$ cat src/rtl/rns_pkg.sv
// Shared definitions for the RNS ALU: opcode encoding, per-lane moduli and the
// default residue width.
package rns_pkg;

  localparam int RES_WID_DEF = 8;
  localparam int MAX_DOMAINS = 4;

  localparam int unsigned MODULI [MAX_DOMAINS] = '{251, 241, 239, 233};

  typedef enum logic [1:0] {
    OP_ADD  = 2'b00,
    OP_SUB  = 2'b01,
    OP_MUL  = 2'b10,
    OP_PASS = 2'b11
  } rns_op_e;

endpackage

$ cat src/rtl/rns_lane.sv
// One residue lane: operand range check, modular add/sub/pass, and (when
// RNS_MUL_EN is defined) an MSB-first shift-and-add modular multiplier.
module rns_lane
  import rns_pkg::*;
#(
  parameter int          RES_WID = RES_WID_DEF,
  parameter int unsigned MODULUS = 251
) (
  input  logic               clk,
  input  logic               reset,
  input  logic               i_accept,
  input  logic [1:0]         i_op,
  input  logic [RES_WID-1:0] i_a,
  input  logic [RES_WID-1:0] i_b,
`ifdef RNS_MUL_EN
  input  logic               i_step,
  input  logic               i_last,
`endif
  output logic [RES_WID-1:0] o_res,
  output logic               o_err
);

  localparam logic [RES_WID:0] M_EXT = (RES_WID+1)'(MODULUS);

  // Operands are below the modulus, so one conditional subtract suffices.
  function automatic logic [RES_WID-1:0] add_mod(input logic [RES_WID-1:0] x,
                                                 input logic [RES_WID-1:0] y);
    logic [RES_WID:0] s;
    s = {1'b0, x} + {1'b0, y};
    if (s >= M_EXT) s = s - M_EXT;
    return RES_WID'(s);
  endfunction

  function automatic logic [RES_WID-1:0] sub_mod(input logic [RES_WID-1:0] x,
                                                 input logic [RES_WID-1:0] y);
    logic [RES_WID:0] s;
    s = {1'b0, x} - {1'b0, y};
    if (x < y) s = s + M_EXT;
    return RES_WID'(s);
  endfunction

  logic               w_range_err;
  logic               w_err;
  logic [RES_WID-1:0] w_res;
  logic [RES_WID-1:0] r_res;
  logic               r_err;

  assign w_range_err = ({1'b0, i_a} >= M_EXT) || ({1'b0, i_b} >= M_EXT);

  always_comb begin
    w_res = '0;
    w_err = w_range_err;
    case (i_op)
      OP_ADD:  w_res = add_mod(i_a, i_b);
      OP_SUB:  w_res = sub_mod(i_a, i_b);
      OP_PASS: w_res = i_a;
      default: begin
`ifndef RNS_MUL_EN
        w_err = 1'b1;
`endif
      end
    endcase
    if (w_err) w_res = '0;
  end

`ifdef RNS_MUL_EN
  logic [RES_WID-1:0] r_a;
  logic [RES_WID-1:0] r_b;
  logic [RES_WID-1:0] r_acc;
  logic               r_bad;
  logic [RES_WID-1:0] w_acc_dbl;
  logic [RES_WID-1:0] w_acc_next;

  assign w_acc_dbl  = add_mod(r_acc, r_acc);
  assign w_acc_next = r_b[RES_WID-1] ? add_mod(w_acc_dbl, r_a) : w_acc_dbl;
`endif

  always_ff @(posedge clk) begin
    if (!reset) begin
      r_res <= '0;
      r_err <= 1'b0;
`ifdef RNS_MUL_EN
      r_a   <= '0;
      r_b   <= '0;
      r_acc <= '0;
      r_bad <= 1'b0;
`endif
    end else begin
      if (i_accept) begin
`ifdef RNS_MUL_EN
        if (i_op == OP_MUL) begin
          r_a   <= i_a;
          r_b   <= i_b;
          r_acc <= '0;
          r_bad <= w_range_err;
        end else begin
          r_res <= w_res;
          r_err <= w_err;
        end
`else
        r_res <= w_res;
        r_err <= w_err;
`endif
      end
`ifdef RNS_MUL_EN
      if (i_step) begin
        r_acc <= w_acc_next;
        r_b   <= {r_b[RES_WID-2:0], 1'b0};
        if (i_last) begin
          r_res <= r_bad ? '0 : w_acc_next;
          r_err <= r_bad;
        end
      end
`endif
    end
  end

  assign o_res = r_res;
  assign o_err = r_err;

endmodule

$ cat src/rtl/rns_alu_pipe.sv
// Multi-lane residue-number-system ALU with valid/ready handshake and a shared
// control FSM. Define RNS_MUL_EN to build the iterative modular multiplier.
module rns_alu_pipe
  import rns_pkg::*;
#(
  parameter int NUM_DOMAINS = 1,
  parameter int RES_WID     = RES_WID_DEF
) (
  input  logic                           clk,
  input  logic                           reset,
  input  logic                           flush,
  input  logic                           in_valid,
  output logic                           in_ready,
  input  logic [1:0]                     in_op,
  input  logic [2:0]                     in_tag,
  input  logic [NUM_DOMAINS*RES_WID-1:0] op_a,
  input  logic [NUM_DOMAINS*RES_WID-1:0] op_b,
  output logic                           out_valid,
  input  logic                           out_ready,
  output logic [NUM_DOMAINS*RES_WID-1:0] out_data,
  output logic [2:0]                     out_tag,
  output logic [NUM_DOMAINS-1:0]         out_err
);

  if (NUM_DOMAINS < 1 || NUM_DOMAINS > MAX_DOMAINS) begin : g_bad_cfg
    $error("rns_alu_pipe: NUM_DOMAINS must be 1..4");
  end

`ifdef RNS_MUL_EN
  typedef enum logic [1:0] {ST_IDLE, ST_MUL_BUSY, ST_HOLD} state_e;
  localparam int CNT_W = $clog2(RES_WID + 1);
  logic [CNT_W-1:0] r_count;
  logic             w_mul_step;
  logic             w_mul_last;
`else
  typedef enum logic [0:0] {ST_IDLE, ST_HOLD} state_e;
`endif

  state_e     r_state;
  state_e     w_state_next;
  state_e     w_target;
  logic       w_in_ready;
  logic       w_accept;
  logic [2:0] r_tag;

  always_comb begin
    w_in_ready   = !flush && ((r_state == ST_IDLE) || ((r_state == ST_HOLD) && out_ready));
    w_accept     = in_valid && w_in_ready;
    w_target     = ST_HOLD;
`ifdef RNS_MUL_EN
    if (in_op == OP_MUL) w_target = ST_MUL_BUSY;
`endif
    w_state_next = r_state;
    case (r_state)
      ST_IDLE, ST_HOLD: begin
        if (w_accept) w_state_next = w_target;
        else if ((r_state == ST_HOLD) && out_ready) w_state_next = ST_IDLE;
      end
`ifdef RNS_MUL_EN
      ST_MUL_BUSY: if (w_mul_last) w_state_next = ST_HOLD;
`endif
      default: w_state_next = ST_IDLE;
    endcase
    if (flush) w_state_next = ST_IDLE;
  end

`ifdef RNS_MUL_EN
  // Lanes are frozen while flushing so a killed multiply never reaches the output.
  assign w_mul_step = (r_state == ST_MUL_BUSY) && !flush;
  assign w_mul_last = w_mul_step && (r_count == CNT_W'(RES_WID - 1));
`endif

  always_ff @(posedge clk) begin
    if (!reset) begin
      r_state <= ST_IDLE;
      r_tag   <= '0;
`ifdef RNS_MUL_EN
      r_count <= '0;
`endif
    end else begin
      r_state <= w_state_next;
      if (w_accept) r_tag <= in_tag;
`ifdef RNS_MUL_EN
      if (w_accept) r_count <= '0;
      else if (w_mul_step) r_count <= r_count + CNT_W'(1);
`endif
    end
  end

  assign in_ready  = w_in_ready;
  assign out_valid = (r_state == ST_HOLD);
  assign out_tag   = r_tag;

  for (genvar gi = 0; gi < NUM_DOMAINS; gi++) begin : g_lane
    rns_lane #(
      .RES_WID (RES_WID),
      .MODULUS (MODULI[gi])
    ) u_lane (
      .clk      (clk),
      .reset    (reset),
      .i_accept (w_accept),
      .i_op     (in_op),
      .i_a      (op_a[gi*RES_WID +: RES_WID]),
      .i_b      (op_b[gi*RES_WID +: RES_WID]),
`ifdef RNS_MUL_EN
      .i_step   (w_mul_step),
      .i_last   (w_mul_last),
`endif
      .o_res    (out_data[gi*RES_WID +: RES_WID]),
      .o_err    (out_err[gi])
    );
  end

endmodule
$ cat config.mk
export PLATFORM = sky130hd
export DESIGN_NAME = rns_alu_pipe
export DESIGN_NICKNAME = d
export VERILOG_FILES = /design/src/rtl/rns_pkg.sv /design/src/rtl/rns_lane.sv /design/src/rtl/rns_alu_pipe.sv
export SDC_FILE = /design/constraint.sdc
export NUM_CORES = 1
export LEC_CHECK = 0
export BUFFER_PORTS_ARGS = -buffer_cell sky130_fd_sc_hd__buf_2
export CAP_MARGIN = 20
export CORE_MARGIN = 2
export CORE_UTILIZATION = 30
export DETAILED_ROUTE_END_ITERATION = 7
export GPL_TIMING_DRIVEN = 0
export SLEW_MARGIN = 10
export SYNTH_ARGS = -nofsm -noshare
export SYNTH_HDL_FRONTEND = slang
export SYNTH_HIERARCHICAL = 1
export SYNTH_SLANG_ARGS = --single-unit
$ cat constraint.sdc
create_clock -name clk -period 2.98 [get_ports clk]
set_clock_uncertainty 0.15 [all_clocks]
set_input_delay 0.596 -clock clk [delete_from_list [all_inputs] [get_ports clk]]
set_output_delay 0.596 -clock clk [all_outputs]
set_load 0.005 [all_outputs]
Yosys cells after proc, flatten, opt, wreduce, memory -nomap -nowiden
Index checks and enable logic that the tools add are counted.
{"block": "totals", "inputBits": 26, "ff_bits": 13, "word_cells": 33, "output_inout_bits": 14}
{"block": "classes", "eq_ne": 2, "add_sub_neg": 4, "bitwise": 2, "n_lt_le_gt_ge": 4, "n_mux": 7, "n_reduce_logical": 10}
{"operator": "2-to-1 mux 8 bit", "count": 3}
{"operator": "case mux 8 bit (3 select lines)", "count": 1}
{"operator": "greater-or-equal comparator 8 bit (second input constant)", "count": 2}
{"operator": "adder 8 x 8 -> 9 bit", "count": 1}
{"operator": "greater-or-equal comparator 9 x 8 -> 1 bit (second input constant)", "count": 1}
{"operator": "adder 8 bit (second input constant)", "count": 1}
{"operator": "less-than comparator 8 bit", "count": 1}
{"operator": "subtractor 8 bit", "count": 1}
{"operator": "subtractor 8 bit (second input constant)", "count": 1}
{"operator": "logical AND 1 bit", "count": 3}
{"operator": "2-to-1 mux 1 bit", "count": 3}
{"operator": "OR reduction 3 bit", "count": 1}
{"operator": "equality test 2 x 1 -> 1 bit (second input constant)", "count": 1}
{"operator": "equality test 2 bit (second input constant)", "count": 1}
{"operator": "logical NOT 2 bit", "count": 1}
{"operator": "logical OR 1 bit", "count": 2}
{"operator": "inverter 1 bit", "count": 2}
{"operator": "nonzero test 2 bit", "count": 1}
{"operator": "OR reduction 2 bit", "count": 1}
{"operator": "logical NOT 1 bit", "count": 1}

Logic depth before layout (Yosys ltp)
{"block": "logic_depth", "depth_word": 5, "mapped_depth": 10, "mapped_depth_nobuf": 10}

By module
The synthesis kept the hierarchy.
{"module": "rns_lane", "seq_area_each_um2": 180.2, "area_each_um2": 1780.5, "instances": 1, "cells_per_inst": 240}
{"module": "rns_alu_pipe", "seq_area_each_um2": 80.1, "area_each_um2": 180.2, "instances": 1, "cells_per_inst": 18}

Worst setup path before layout
OpenSTA, ideal clock, no wires.
{"block": "synth_timing", "path_kind": "input-to-reg", "startpoint": "input port op_a[0]", "endpoint": "register g_lane[0].u_lane.r_res[4]", "required_ns": 2.708, "setup_time_ns": 0.122, "cell_stages": 9, "path_buffers": 0, "slack_ns": -0.219, "arrival_ns": 2.927, "cell_sequence": "ha_1 > fa_1 > nor2b_1 > o31a_1 > or4_4 > a22oi_4 > nand2_1 > o311a_1 > a221o_1"}
{"block": "synth_between", "elab_chain_cells": 5, "word_cells_on_any_way": 13, "cone_classes": "4 x add/sub; 3 x order compare; 5 x mux; 1 x reduce/logical"}
{"element": "start: declaration", "line_no": "rns_alu_pipe.sv:16", "source": "input logic [NUM_DOMAINS*RES_WID-1:0] op_a,"}
{"element": "subtractor 8 bit or adder 8 x 8 -> 9 bit (tied branches)", "line_no": "rns_lane.sv:37, rns_lane.sv:29"}
{"element": "adder 8 bit (tied with other cells)", "line_no": "rns_lane.sv:38", "source": "if (x < y) s = s + M_EXT;"}
{"element": "2-to-1 mux 8 bit (on tied branches)", "line_no": "rns_lane.sv:38, rns_lane.sv:30"}
{"element": "case mux 8 bit (3 select lines)", "line_no": "rns_lane.sv:53", "source": "case (i_op)"}
{"element": "2-to-1 mux 8 bit (*)", "line_no": "rns_lane.sv:63", "source": "if (w_err) w_res = '0;"}
{"element": "end signal: assignment", "line_no": "rns_lane.sv:101", "source": "r_res <= w_res;"}
{"element": "end: declaration", "line_no": "rns_lane.sv:45", "source": "logic [RES_WID-1:0] r_res;"}
Mark *: on every way between the ends. The rest lies on a longest branch, timed or not.
A chain may end at the register's enable or synchronous reset.

Worst setup path in the final report
{"block": "layout_timing", "startpoint": "input port op_a[0]", "endpoint": "register g_lane[0].u_lane.r_res[3]"}
The elaborated chain is that of the path after synthesis.

==> metrics.txt <==
GRT overflow 0; sequential share of power 21.9%; Max-slew headroom around half; DIE AREA slightly above 7000 µm²; wire per inst 14.9 µm; Final nets 355; Clock transition at path regs 0.05 ns; Net Switching between 0.3 and 0.4 mW; placed instance count between 300 and 400; CP Launch Type primary input; initial core utilization a little under a third; vias post-DR about 2.1k; sw frac 41.7%; H-tree lvl count 1; Clock power frac ~17%; Clk Latency, worst-skew pair 0.24 ns; DRC marker count from the first detailed-route iteration slightly above 70; Max-cap violations 0; Final Non-Filler Cells ~390; Yosys cell types 63; failing checks negative setup slack; Synth Area per Inst 7.60 µm²; Clock Path Buffers 2; Area growth syn-to-layout 32.7%; Final Wtd Congestion about 0.85; hold_ws 0.305 ns; vias in the first global route around 2.1k; post-synth top area share a little over an eighth; ANT cells 0; IO Count 40; Synth Register Bits 13; fin crit period between 3 and 4 ns; period utilization 101%; R2R Path End g_lane[0].u_lane/o_res[7]$_SDFFE_PN0P_; Leak ~1.1 nW; Fin. Hold Viols 0; Tot GR Track Use between 10% and 20%; fmax around 0.33 GHz; worst stage delay on the critical path around 0.44 ns; CTS Buf Count 3; initial antenna violation count 0; top_reg_cell synth dfxtp_1; vias per std cell approximately 5.5; Final Setup Violations 2; YS warnings 6; internal power around 0.51 mW; Data required, critical path 2.93 ns; EDFF count, synth 0; first-pass GRT wire length between 9000 and 10,000 µm; Synth async-reset ratio 0%; setup ws final -0.0255 ns; # DRC 0; DRT Pass-1 Iters 5; unrepaired setup endpoints after global routing true; sequential element share of the synthesized area a little over an eighth; VDD IR max approximately 0.00023 V; largest net degree at the start of global routing 14; layout cells sized above 1 between 30% and 40%; CTS tree done; Final Power 0.878 mW; CORE AREA around 6300 µm²; PwrDens around 340 nW/µm²; status complete, but fails checks; Port Buf Inserts 39; Reg2Reg Setup Slack between 0.3 and 0.4 ns; post-synthesis instance total about 260; Die H around 85 µm; Setup crit end kind flip-flop; fin. max-slew vios 0; area leader, netlist dfxtp_1; Root Buffer clkbuf_8; CP max FO 4; Site Rows 29; mapped cell area between 1500 and 2000 µm²; share of total power in combinational logic between 60% and 70%; DP Wirelength roughly 4500 µm; syn nets 304; slowest library cell on the worst path or4_4; worst r2r path cells 8; worst slew pin tran 0.721 ns; worst r2r src out_valid$_SDFFE_PP0P_; CP startpoint op_a[0]; Routed Wire Length 5730 µm; Worst EP arrival 2.96 ns; CTS sink count 13; Synth area leaders dfxtp_1, ha_1, inv_1; hold_buf cts 0; Hold Crit Class flip-flop to flip-flop; die width between 80 and 90 µm; ANT nets after route 0; Worst Setup EP g_lane[0].u_lane/o_res[3]$_SDFFE_PN0P_; Finished Core Util between 40% and 50%; WS Path Type primary input to flip-flop; CP Cell Sequence buf_8, ha_4, fa_2, nor2b_4, o31a_1, or4_4, a22oi_4, a31oi_1, o311ai_1, nand3_1
[sequential cells by signal, indices dropped and copies added (netlist names)]
register and cells:
out_valid 1, out_tag 3, g_lane.u_lane/o_err 1, g_lane.u_lane/o_res 8
[synthesized netlist by cell type, types with 4 or more instances]
master / instances
nand2b_1: 11
dfxtp_1: 13
mux2i_1: 4
nand3_1: 5
ha_1: 18
nor2b_1: 7
o211ai_1: 5
nand2_1: 21
nand4_1: 4
a21oi_1: 15
inv_1: 23
o21ai_0: 11
nor3b_1: 4
nor3_1: 11
clkbuf_1: 4
nor2_1: 21
xnor2_1: 8
[worst min path at each step]
stage,from,endpoint,slack (ns),cells after the start
floorplan,out_tag[0]$_SDFFE_PN0P_,out_tag[0]$_SDFFE_PN0P_,0.30,2
global placement,out_tag[0]$_SDFFE_PN0P_,out_tag[0]$_SDFFE_PN0P_,0.29,2
detailed placement,g_lane[0].u_lane/o_res[6]$_SDFFE_PN0P_,g_lane[0].u_lane/o_res[6]$_SDFFE_PN0P_,0.30,2
CTS,g_lane[0].u_lane/o_res[6]$_SDFFE_PN0P_,g_lane[0].u_lane/o_res[6]$_SDFFE_PN0P_,0.31,2
global route,out_tag[0]$_SDFFE_PN0P_,out_tag[0]$_SDFFE_PN0P_,0.33,2
finish,out_tag[1]$_SDFFE_PN0P_,out_tag[1]$_SDFFE_PN0P_,0.30,2
[placed cells by master (no fill, tap or decap), types with 6 or more instances in the layout]
master	Yosys	final
nor3_1	11	10
nand2_1	21	20
inv_1	23	23
ha_1	18	13
xnor2_1	8	6
a21oi_1	15	14
buf_4	1	9
o21ai_0	11	11
nor2_1	21	20
dfxtp_1	13	13
nand2b_1	11	10
buf_2	0	36
[what timing repair did]
| item | 4_1_cts | 5_1_grt |
|---|---|---|
| hold endpoints to repair | 0 | 0 |
| buffers inserted | 6 | 3 |
| cloned | 0 | 0 |
| setup endpoints to repair | 7 | 8 |
| gates resized for setup | 17 | 25 |
| pin swaps | 10 | 12 |
[through the flow]
step	setup slack [ns]	area (µm²)	TNS, ns
after floorplan	-0.0819	1990	-0.147
after global placement	-0.637	2280	-3.24
after global routing	-0.0959	2600	-0.309
final	-0.0255	2600	-0.0318
after detailed placement	-0.615	2280	-3.33
after CTS	-0.0428	2450	-0.147
[critical path: cells and delay by family]
kind                       cells  cell delay [ns]
adders and majority gates      2             0.51
buffers and inverters          1             0.10
and+or+nand+nor                3             0.72
AOI/OAI and AO/OA              4             1.03
[per-layer routing]
metal  vias to the layer above  GRT usage, %  wire length (µm)
li1                       1058             -                 -
met1                       995          17.8              2470
met2                        64          29.1              2930
met3                        10          2.14               242
met4                         0          4.91                99
met5                         -             0                 0
[area by class of cell]
| class | instances | area [µm²] |
|---|---|---|
| timing repair buffer | 47 | 274 |
| sequential | 13 | 260 |
| tap | 77 | 96.3 |
| clock buffer | 4 | 45.0 |
| multi-input combinational | 216 | 1810 |
| inverter | 23 | 86.3 |
| fill | 663 | 3750 |
| buffer | 5 | 32.5 |
[power groups by stage]
stage	Combinational (mW)	Sequential (mW)	Clock (mW)
floorplan	0.324	0.197	0
global placement	0.439	0.196	0
detailed placement	0.443	0.196	0
CTS	0.477	0.193	0.155
global route	0.583	0.194	0.164
finish	0.535	0.192	0.150
[cell families (layout without fill, tap and decap cells)]
kind of cell / Yosys count / count (layout) / synth area share, %
simple gates: 107 / 107 / 30.4
compound gates: 72 / 72 / 28.5
buf+inv: 29 / 79 / 6.25
fa+ha+maj: 20 / 20 / 13.5
flops: 13 / 13 / 13.3
xor+xnor: 11 / 11 / 4.91
mux: 6 / 6 / 3.19
Note: power is estimated with default switching activity, not from simulation.
